$ cat src/rtl/vga_pkg.sv
// Shared types and default 640x480@60 timing constants for the video timing path.
package vga_pkg;

    typedef logic [9:0] coord_t;

    localparam int H_VISIBLE_DEF = 640;
    localparam int H_FRONT_DEF   = 16;
    localparam int H_SYNC_DEF    = 96;
    localparam int H_BACK_DEF    = 48;
    localparam int H_TOTAL_DEF   = H_VISIBLE_DEF + H_FRONT_DEF + H_SYNC_DEF + H_BACK_DEF;

    localparam int V_VISIBLE_DEF = 480;
    localparam int V_FRONT_DEF   = 10;
    localparam int V_SYNC_DEF    = 2;
    localparam int V_BACK_DEF    = 33;
    localparam int V_TOTAL_DEF   = V_VISIBLE_DEF + V_FRONT_DEF + V_SYNC_DEF + V_BACK_DEF;

    // Sync pulses sit right after the front porch; end is inclusive.
    function automatic int sync_start(int visible, int front);
        return visible + front;
    endfunction

    function automatic int sync_end(int visible, int front, int width);
        return visible + front + width - 1;
    endfunction

    localparam int H_SYNC_START_DEF = sync_start(H_VISIBLE_DEF, H_FRONT_DEF);
    localparam int H_SYNC_END_DEF   = sync_end(H_VISIBLE_DEF, H_FRONT_DEF, H_SYNC_DEF);
    localparam int V_SYNC_START_DEF = sync_start(V_VISIBLE_DEF, V_FRONT_DEF);
    localparam int V_SYNC_END_DEF   = sync_end(V_VISIBLE_DEF, V_FRONT_DEF, V_SYNC_DEF);

endpackage

$ cat src/rtl/vga_timing_gen_if.sv
// Position update channel between game logic (master) and the timing generator (slave).
interface vga_timing_gen_if;
    import vga_pkg::*;

    // pos_valid is a one-cycle strobe with no ready: every beat is accepted, the
    // last beat before vblank_start wins, and pos_x/pos_y change only after vblank_start.
    logic   pos_valid;
    coord_t pos_x_in;
    coord_t pos_y_in;
    coord_t pos_x;
    coord_t pos_y;

    modport master (output pos_valid, pos_x_in, pos_y_in, input pos_x, pos_y);
    modport slave  (input pos_valid, pos_x_in, pos_y_in, output pos_x, pos_y);

endinterface

$ cat src/rtl/vga_timing_gen_sync_delay_line.sv
// Width-3 shift register that lines hs/vs/blank up with the renderers' registered colour.
module sync_delay_line #(
    parameter int         DEPTH   = 1,
    parameter logic [2:0] CLR_VAL = 3'b000
) (
    input  logic       vga_clk,
    input  logic       reset_n,
    input  logic [2:0] d,
    output logic [2:0] q
);

    if (DEPTH == 0) begin : g_bypass
        assign q = d;
    end else begin : g_shift
        logic [2:0] stage [DEPTH];

        always_ff @(posedge vga_clk) begin
            if (!reset_n) begin
                for (int i = 0; i < DEPTH; i++) stage[i] <= CLR_VAL;
            end else begin
                stage[0] <= d;
                for (int i = 1; i < DEPTH; i++) stage[i] <= stage[i-1];
            end
        end

        assign q = stage[DEPTH-1];
    end

endmodule

$ cat src/rtl/vga_timing_gen.sv
// Video timing master: pixel counters, syncs, frame pulses and tear-free position commit.
module vga_timing_gen
    import vga_pkg::*;
#(
    parameter int H_VISIBLE  = H_VISIBLE_DEF,
    parameter int H_FRONT    = H_FRONT_DEF,
    parameter int H_SYNC     = H_SYNC_DEF,
    parameter int H_BACK     = H_BACK_DEF,
    parameter int V_VISIBLE  = V_VISIBLE_DEF,
    parameter int V_FRONT    = V_FRONT_DEF,
    parameter int V_SYNC     = V_SYNC_DEF,
    parameter int V_BACK     = V_BACK_DEF,
    parameter bit SYNC_POL   = 1'b0,
    parameter int PIPE_DELAY = 1,
    parameter int POS_X_RST  = 320,
    parameter int POS_Y_RST  = 240
) (
    input  logic               vga_clk,
    input  logic               reset_n,
    output coord_t             DrawX,
    output coord_t             DrawY,
    output logic               blank,
    output logic               hs,
    output logic               vs,
    output logic               hs_d,
    output logic               vs_d,
    output logic               blank_d,
    output logic               frame_start,
    output logic               vblank_start,
    output logic [15:0]        frame_count,
    vga_timing_gen_if.slave    pos_if
);

    localparam int     H_TOTAL  = H_VISIBLE + H_FRONT + H_SYNC + H_BACK;
    localparam int     V_TOTAL  = V_VISIBLE + V_FRONT + V_SYNC + V_BACK;
    localparam coord_t H_LAST   = coord_t'(H_TOTAL - 1);
    localparam coord_t V_LAST   = coord_t'(V_TOTAL - 1);
    localparam coord_t H_VIS_C  = coord_t'(H_VISIBLE);
    localparam coord_t V_VIS_C  = coord_t'(V_VISIBLE);
    localparam coord_t HS_START = coord_t'(sync_start(H_VISIBLE, H_FRONT));
    localparam coord_t HS_END   = coord_t'(sync_end(H_VISIBLE, H_FRONT, H_SYNC));
    localparam coord_t VS_START = coord_t'(sync_start(V_VISIBLE, V_FRONT));
    localparam coord_t VS_END   = coord_t'(sync_end(V_VISIBLE, V_FRONT, V_SYNC));

    logic        run_q;
    coord_t      hc_q;
    coord_t      vc_q;
    logic [15:0] fcnt_q;
    logic        line_end;
    logic        frame_end;
    logic        hs_act;
    logic        vs_act;

    assign line_end  = (hc_q == H_LAST);
    assign frame_end = line_end && (vc_q == V_LAST);

    // run_q holds the counters at (0,0) for the release edge so the first
    // post-reset cycle shows the frame origin with all outputs enabled.
    always_ff @(posedge vga_clk) begin
        if (!reset_n) begin
            run_q  <= 1'b0;
            hc_q   <= '0;
            vc_q   <= '0;
            fcnt_q <= '0;
        end else begin
            run_q <= 1'b1;
            if (run_q) begin
                if (line_end) begin
                    hc_q <= '0;
                    vc_q <= (vc_q == V_LAST) ? coord_t'(0) : vc_q + coord_t'(1);
                end else begin
                    hc_q <= hc_q + coord_t'(1);
                end
                if (frame_end) fcnt_q <= fcnt_q + 16'd1;
            end
        end
    end

    assign hs_act       = run_q && (hc_q >= HS_START) && (hc_q <= HS_END);
    assign vs_act       = run_q && (vc_q >= VS_START) && (vc_q <= VS_END);
    assign hs           = hs_act ? SYNC_POL : ~SYNC_POL;
    assign vs           = vs_act ? SYNC_POL : ~SYNC_POL;
    assign blank        = run_q && (hc_q < H_VIS_C) && (vc_q < V_VIS_C);
    assign frame_start  = run_q && (hc_q == '0) && (vc_q == '0);
    assign vblank_start = run_q && (hc_q == '0) && (vc_q == V_VIS_C);
    assign DrawX        = hc_q;
    assign DrawY        = vc_q;
    assign frame_count  = fcnt_q;

    coord_t pend_x_q;
    coord_t pend_y_q;
    logic   pend_q;
    coord_t pos_x_q;
    coord_t pos_y_q;

    // A strobe landing on vblank_start itself is newer than anything pending.
    always_ff @(posedge vga_clk) begin
        if (!reset_n) begin
            pos_x_q  <= coord_t'(POS_X_RST);
            pos_y_q  <= coord_t'(POS_Y_RST);
            pend_x_q <= '0;
            pend_y_q <= '0;
            pend_q   <= 1'b0;
        end else if (vblank_start) begin
            if (pos_if.pos_valid) begin
                pos_x_q <= pos_if.pos_x_in;
                pos_y_q <= pos_if.pos_y_in;
            end else if (pend_q) begin
                pos_x_q <= pend_x_q;
                pos_y_q <= pend_y_q;
            end
            pend_q <= 1'b0;
        end else if (pos_if.pos_valid) begin
            pend_x_q <= pos_if.pos_x_in;
            pend_y_q <= pos_if.pos_y_in;
            pend_q   <= 1'b1;
        end
    end

    assign pos_if.pos_x = pos_x_q;
    assign pos_if.pos_y = pos_y_q;

    sync_delay_line #(
        .DEPTH   (PIPE_DELAY),
        .CLR_VAL ({~SYNC_POL, ~SYNC_POL, 1'b0})
    ) u_delay (
        .vga_clk (vga_clk),
        .reset_n (reset_n),
        .d       ({hs, vs, blank}),
        .q       ({hs_d, vs_d, blank_d})
    );

endmodule
$ cat src/flat_wrapper.sv
// flat-port wrapper written by rule: the top's interface ports become plain ports
module vga_timing_gen_flat import vga_pkg::*;
#(
    parameter int H_VISIBLE  = H_VISIBLE_DEF,
    parameter int H_FRONT    = H_FRONT_DEF,
    parameter int H_SYNC     = H_SYNC_DEF,
    parameter int H_BACK     = H_BACK_DEF,
    parameter int V_VISIBLE  = V_VISIBLE_DEF,
    parameter int V_FRONT    = V_FRONT_DEF,
    parameter int V_SYNC     = V_SYNC_DEF,
    parameter int V_BACK     = V_BACK_DEF,
    parameter bit SYNC_POL   = 1'b0,
    parameter int PIPE_DELAY = 1,
    parameter int POS_X_RST  = 320,
    parameter int POS_Y_RST  = 240
)
  (vga_clk, reset_n, DrawX, DrawY, blank, hs, vs, hs_d, vs_d, blank_d, frame_start, vblank_start, frame_count, pos_if_pos_valid, pos_if_pos_x_in, pos_if_pos_y_in, pos_if_pos_x, pos_if_pos_y);
  vga_timing_gen_if pos_if_i ();
  input  logic vga_clk;
  input  logic reset_n;
  output coord_t DrawX;
  output coord_t DrawY;
  output logic blank;
  output logic hs;
  output logic vs;
  output logic hs_d;
  output logic vs_d;
  output logic blank_d;
  output logic frame_start;
  output logic vblank_start;
  output logic [15:0] frame_count;
  input wire logic [$bits(pos_if_i.pos_valid)-1:0] pos_if_pos_valid;
  input wire logic [$bits(pos_if_i.pos_x_in)-1:0] pos_if_pos_x_in;
  input wire logic [$bits(pos_if_i.pos_y_in)-1:0] pos_if_pos_y_in;
  output wire logic [$bits(pos_if_i.pos_x)-1:0] pos_if_pos_x;
  output wire logic [$bits(pos_if_i.pos_y)-1:0] pos_if_pos_y;
  assign pos_if_i.pos_valid = pos_if_pos_valid;
  assign pos_if_i.pos_x_in = pos_if_pos_x_in;
  assign pos_if_i.pos_y_in = pos_if_pos_y_in;
  assign pos_if_pos_x = pos_if_i.pos_x;
  assign pos_if_pos_y = pos_if_i.pos_y;
  vga_timing_gen #(.H_VISIBLE(H_VISIBLE), .H_FRONT(H_FRONT), .H_SYNC(H_SYNC), .H_BACK(H_BACK), .V_VISIBLE(V_VISIBLE), .V_FRONT(V_FRONT), .V_SYNC(V_SYNC), .V_BACK(V_BACK), .SYNC_POL(SYNC_POL), .PIPE_DELAY(PIPE_DELAY), .POS_X_RST(POS_X_RST), .POS_Y_RST(POS_Y_RST)) u_core (.vga_clk(vga_clk), .reset_n(reset_n), .DrawX(DrawX), .DrawY(DrawY), .blank(blank), .hs(hs), .vs(vs), .hs_d(hs_d), .vs_d(vs_d), .blank_d(blank_d), .frame_start(frame_start), .vblank_start(vblank_start), .frame_count(frame_count), .pos_if(pos_if_i));
endmodule
$ cat config.mk
export PLATFORM = sky130hd
export DESIGN_NAME = vga_timing_gen_flat
export DESIGN_NICKNAME = d
export VERILOG_FILES = /design/src/rtl/vga_pkg.sv /design/src/rtl/vga_timing_gen_if.sv /design/src/rtl/vga_timing_gen_sync_delay_line.sv /design/src/rtl/vga_timing_gen.sv /design/src/flat_wrapper.sv
export SDC_FILE = /design/constraint.sdc
export NUM_CORES = 1
export LEC_CHECK = 0
export BUFFER_PORTS_ARGS = -buffer_cell sky130_fd_sc_hd__buf_2
export CAP_MARGIN = 10
export CORE_AREA = 2 2 67 117
export DETAILED_ROUTE_END_ITERATION = 10
export DIE_AREA = 0 0 69 119
export PLACE_DENSITY = 0.91
export SLEW_MARGIN = 25
export SYNTH_ARGS = -nofsm -noshare
export SYNTH_HDL_FRONTEND = slang
export SYNTH_SLANG_ARGS = --single-unit
$ cat constraint.sdc
create_clock -name vga_clk -period 2.6 [get_ports vga_clk]
set_input_delay 0.52 -clock vga_clk [delete_from_list [all_inputs] [get_ports vga_clk]]
set_output_delay 0.52 -clock vga_clk [all_outputs]
set_load 0.005 [all_outputs]
==> metrics.txt <==
Static Leak=0.001836 uW; kind of critical path=register to primary output; Avg WL per Cell=16.21 um; area leader, netlist=dfxtp_1; most common flop cell mapped by yosys=dfxtp_1; worst hold start=u_core.pos_if.pos_x[9]$_SDFFE_PN0P_; library cells used by synthesis=44; synthesized flop and latch total=81; peak supply drop=0.3570 mV; Clk Latency, worst-skew pair=0.33 ns; CTS buffer count=9; top cell type's share of synthesized area=38.71%; sequential-to-total area share from yosys stat=38.71%; synthesized area=4189 um2; setup bufs post-CTS=0; DRT antenna net count=0; All-Layer GR Usage=24.82%; pwr dens=570.0 nW/um2; final setup fails=0; RSZ-0062 raised after global routing=no; slew margin rel.=55.72%; Post-DP HPWL=7092 um; Clock Pin Slew Worst Setup and Hold Paths=0.06 ns; router iterations before antenna repair=5; startpoint types=register; fin. max-slew vios=0; Placer Congestion=0.8738; Die ar.=8211 um2; PortBufs=86; Post-CTS Resized=0; first-pass GRT wire length=16960 um; Max Cap Viol=0; Worst-Margin Slew=0.6642 ns; worst reg2reg path depth=4; Via density=6.451; Highest Clock Rate=0.4184 GHz; largest net degree at the start of global routing=99; pre-CTS setup slack=0.3886 ns; CTS Hold Bufs=0; io pins=87; Core Region=7357 um2; TNS Setup=0 ns; shortest period the worst path allows=2.390 ns; nets=591; CTS tree=done; largest cells by area after synthesis=dfxtp_1 39%, nand4_1 7.0%, o32a_1 4.8%, o21ai_0 4.3%, nand2_1 3.9%; crit share post-route=91.93%; FP Rows=42; Setup Skew=0.005254 ns; final hold violation count=0; share of layout cells above drive strength 1=20.42%; Die Ht=119 um; Synth async-reset ratio=0%; CP Data Required Time=2.08 ns; number of clock sinks=81; area grow syn2layout=16.85%; initial antenna violation count=0; hold path endpoint=u_core.pos_if.pos_x[9]$_SDFFE_PN0P_; DRT iter0 DRCs=380; CTS Buffer Depth=2; Mean Syn Cell Area=8.246 um2; Critical Path AT=1.87 ns; antenna cells=0; setup ws final=0.2098 ns; total gr overflow=0; vias in the first global route=3593; Die Wd=69 um; Routed WL=10640 um; Post-synth EDFFs=0; Syn Inst Count=508; crit path capture type=primary output; Critical R2R Launch=u_core.run_q$_DFF_P_; CP max FO=10; Worst R2R Setup Slack=0.31 ns; Synth Net Count=536; Reg-to-Reg End=u_core.DrawY[7]$_SDFFE_PN0P_; hold-critical path depth=2; via count=4232; yosys warns=0; H-tree Lvls=3; Tightest Hold Check Type=register to register; Residual DRC=0; starting density of the core=56.94%; status=finished, final reports clean; Root Buffer=clkbuf_16
==> synthesized netlist by cell type (2+ instances only) <==
master and number:
or4_1 7, o41ai_1 8, nand2_1 43, or3_1 8
buf_4 2, o21ai_0 36, inv_1 31, and4_1 6
clkbuf_1 34, nand4_1 47, buf_1 2, o311ai_0 8
a211oi_1 7, ha_1 5, buf_2 9, o31ai_1 7
o211ai_1 20, nor4_1 4, dfxtp_1 81, a31oi_1 6
o32a_1 20, nor2_1 16, a21oi_1 15, mux2i_1 9
nor3_1 5, nor3b_1 3, and2_1 4, xnor2_1 4
nand2b_1 9, or2_2 2, nand3_1 32, xor2_1 6
==> state kept, by name (all words and copies together), names as in the netlist <==
register and flops:
u_core.pos_if.pos_y 10, u_core.pend_y_q 10, u_core.run_q 1, u_core.pend_q 1, u_core.pend_x_q 10, u_core.pos_if.pos_x 10, u_core.u_delay.g_shift.stage 3, u_core.DrawY 10
u_core.frame_count 16, u_core.DrawX 10
==> critical path, stage by stage, from the launching register on <==
cell     delay [ns]
dfxtp_1        0.56
nor3b_1        0.44
nand4_1        0.23
nor3_1         0.17
buf_2          0.14
==> stage by stage <==
step,hold WS [ns],power (uW),cells,util (%),cell area (um2)
final,0.4566,2790,656,66.53,4895
after global routing,0.4820,2889,656,66.53,4895
after CTS,0.4572,2802,656,66.53,4895
after detailed placement,0.4477,1573,640,62.59,4604
after global placement,0.4475,1559,640,62.59,4604
after floorplan,0.4525,1506,508,-,4189
==> routing by layer <==
layer / part of all wire (%) / global-route usage (%) / vias up
met5: 0 / 0 / -
li1: - / - / 2026
met4: 1.6 / 9.804 / 0
met2: 53 / 43.99 / 167
met1: 40 / 29.05 / 2017
met3: 5.5 / 4.738 / 22
==> cells by family after synthesis <==
kind of cell / Yosys count / synth area share, %
adders and majority gates: 5 / 1.493
AOI/OAI and AO/OA: 129 / 21.62
xor gates and xnor gates: 10 / 2.091
muxes: 9 / 2.151
buffers and inverters: 80 / 7.825
and+or+nand+nor: 194 / 26.10
DFF: 81 / 38.71
==> how the worst max path moves through the flow <==
stage	start	end	slack (ns)
floorplan	u_core.DrawY[0]$_SDFFE_PN0P_	u_core.frame_count[5]$_SDFFE_PN0P_	0.90
global placement	u_core.DrawX[0]$_SDFFE_PN0P_	u_core.frame_count[4]$_SDFFE_PN0P_	0.46
detailed placement	u_core.DrawX[0]$_SDFFE_PN0P_	u_core.frame_count[3]$_SDFFE_PN0P_	0.39
CTS	u_core.run_q$_DFF_P_	vblank_start	0.29
global route	u_core.run_q$_DFF_P_	vblank_start	0.12
finish	u_core.run_q$_DFF_P_	vblank_start	0.21
==> report_power, final <==
part	switching, uW	total (uW)	internal [uW]
clock	472	1240	767
combinational	153	244	90.1
sequential	27.7	1310	1280
total	653	2790	2140
==> placed cells by master (no fill, tap or decap), types with 6 or more instances in the layout <==
cell type,instances
buf_2,86
dfxtp_1,81
nand4_1,47
nand2_1,43
o21ai_0,36
nand3_1,32
inv_1,31
o32a_1,20
o211ai_1,20
nor2_1,15
a21oi_1,15
mux2i_1,9
nand2b_1,9
clkbuf_16,9
or3_1,8
o311ai_0,8
o41ai_1,8
a211oi_1,7
o31ai_1,7
or4_1,7
xor2_1,6
a31oi_1,6
==> layout make-up <==
type,count,area [um2]
multi-input combinational,347,2248
timing repair buffer,93,508.0
clock inverter,3,40.04
fill,614,2462
sequential,81,1622
tap,88,110.1
clock buffer,13,250.2
inverter,31,116.4
Note: power is estimated with default switching activity, not from simulation.
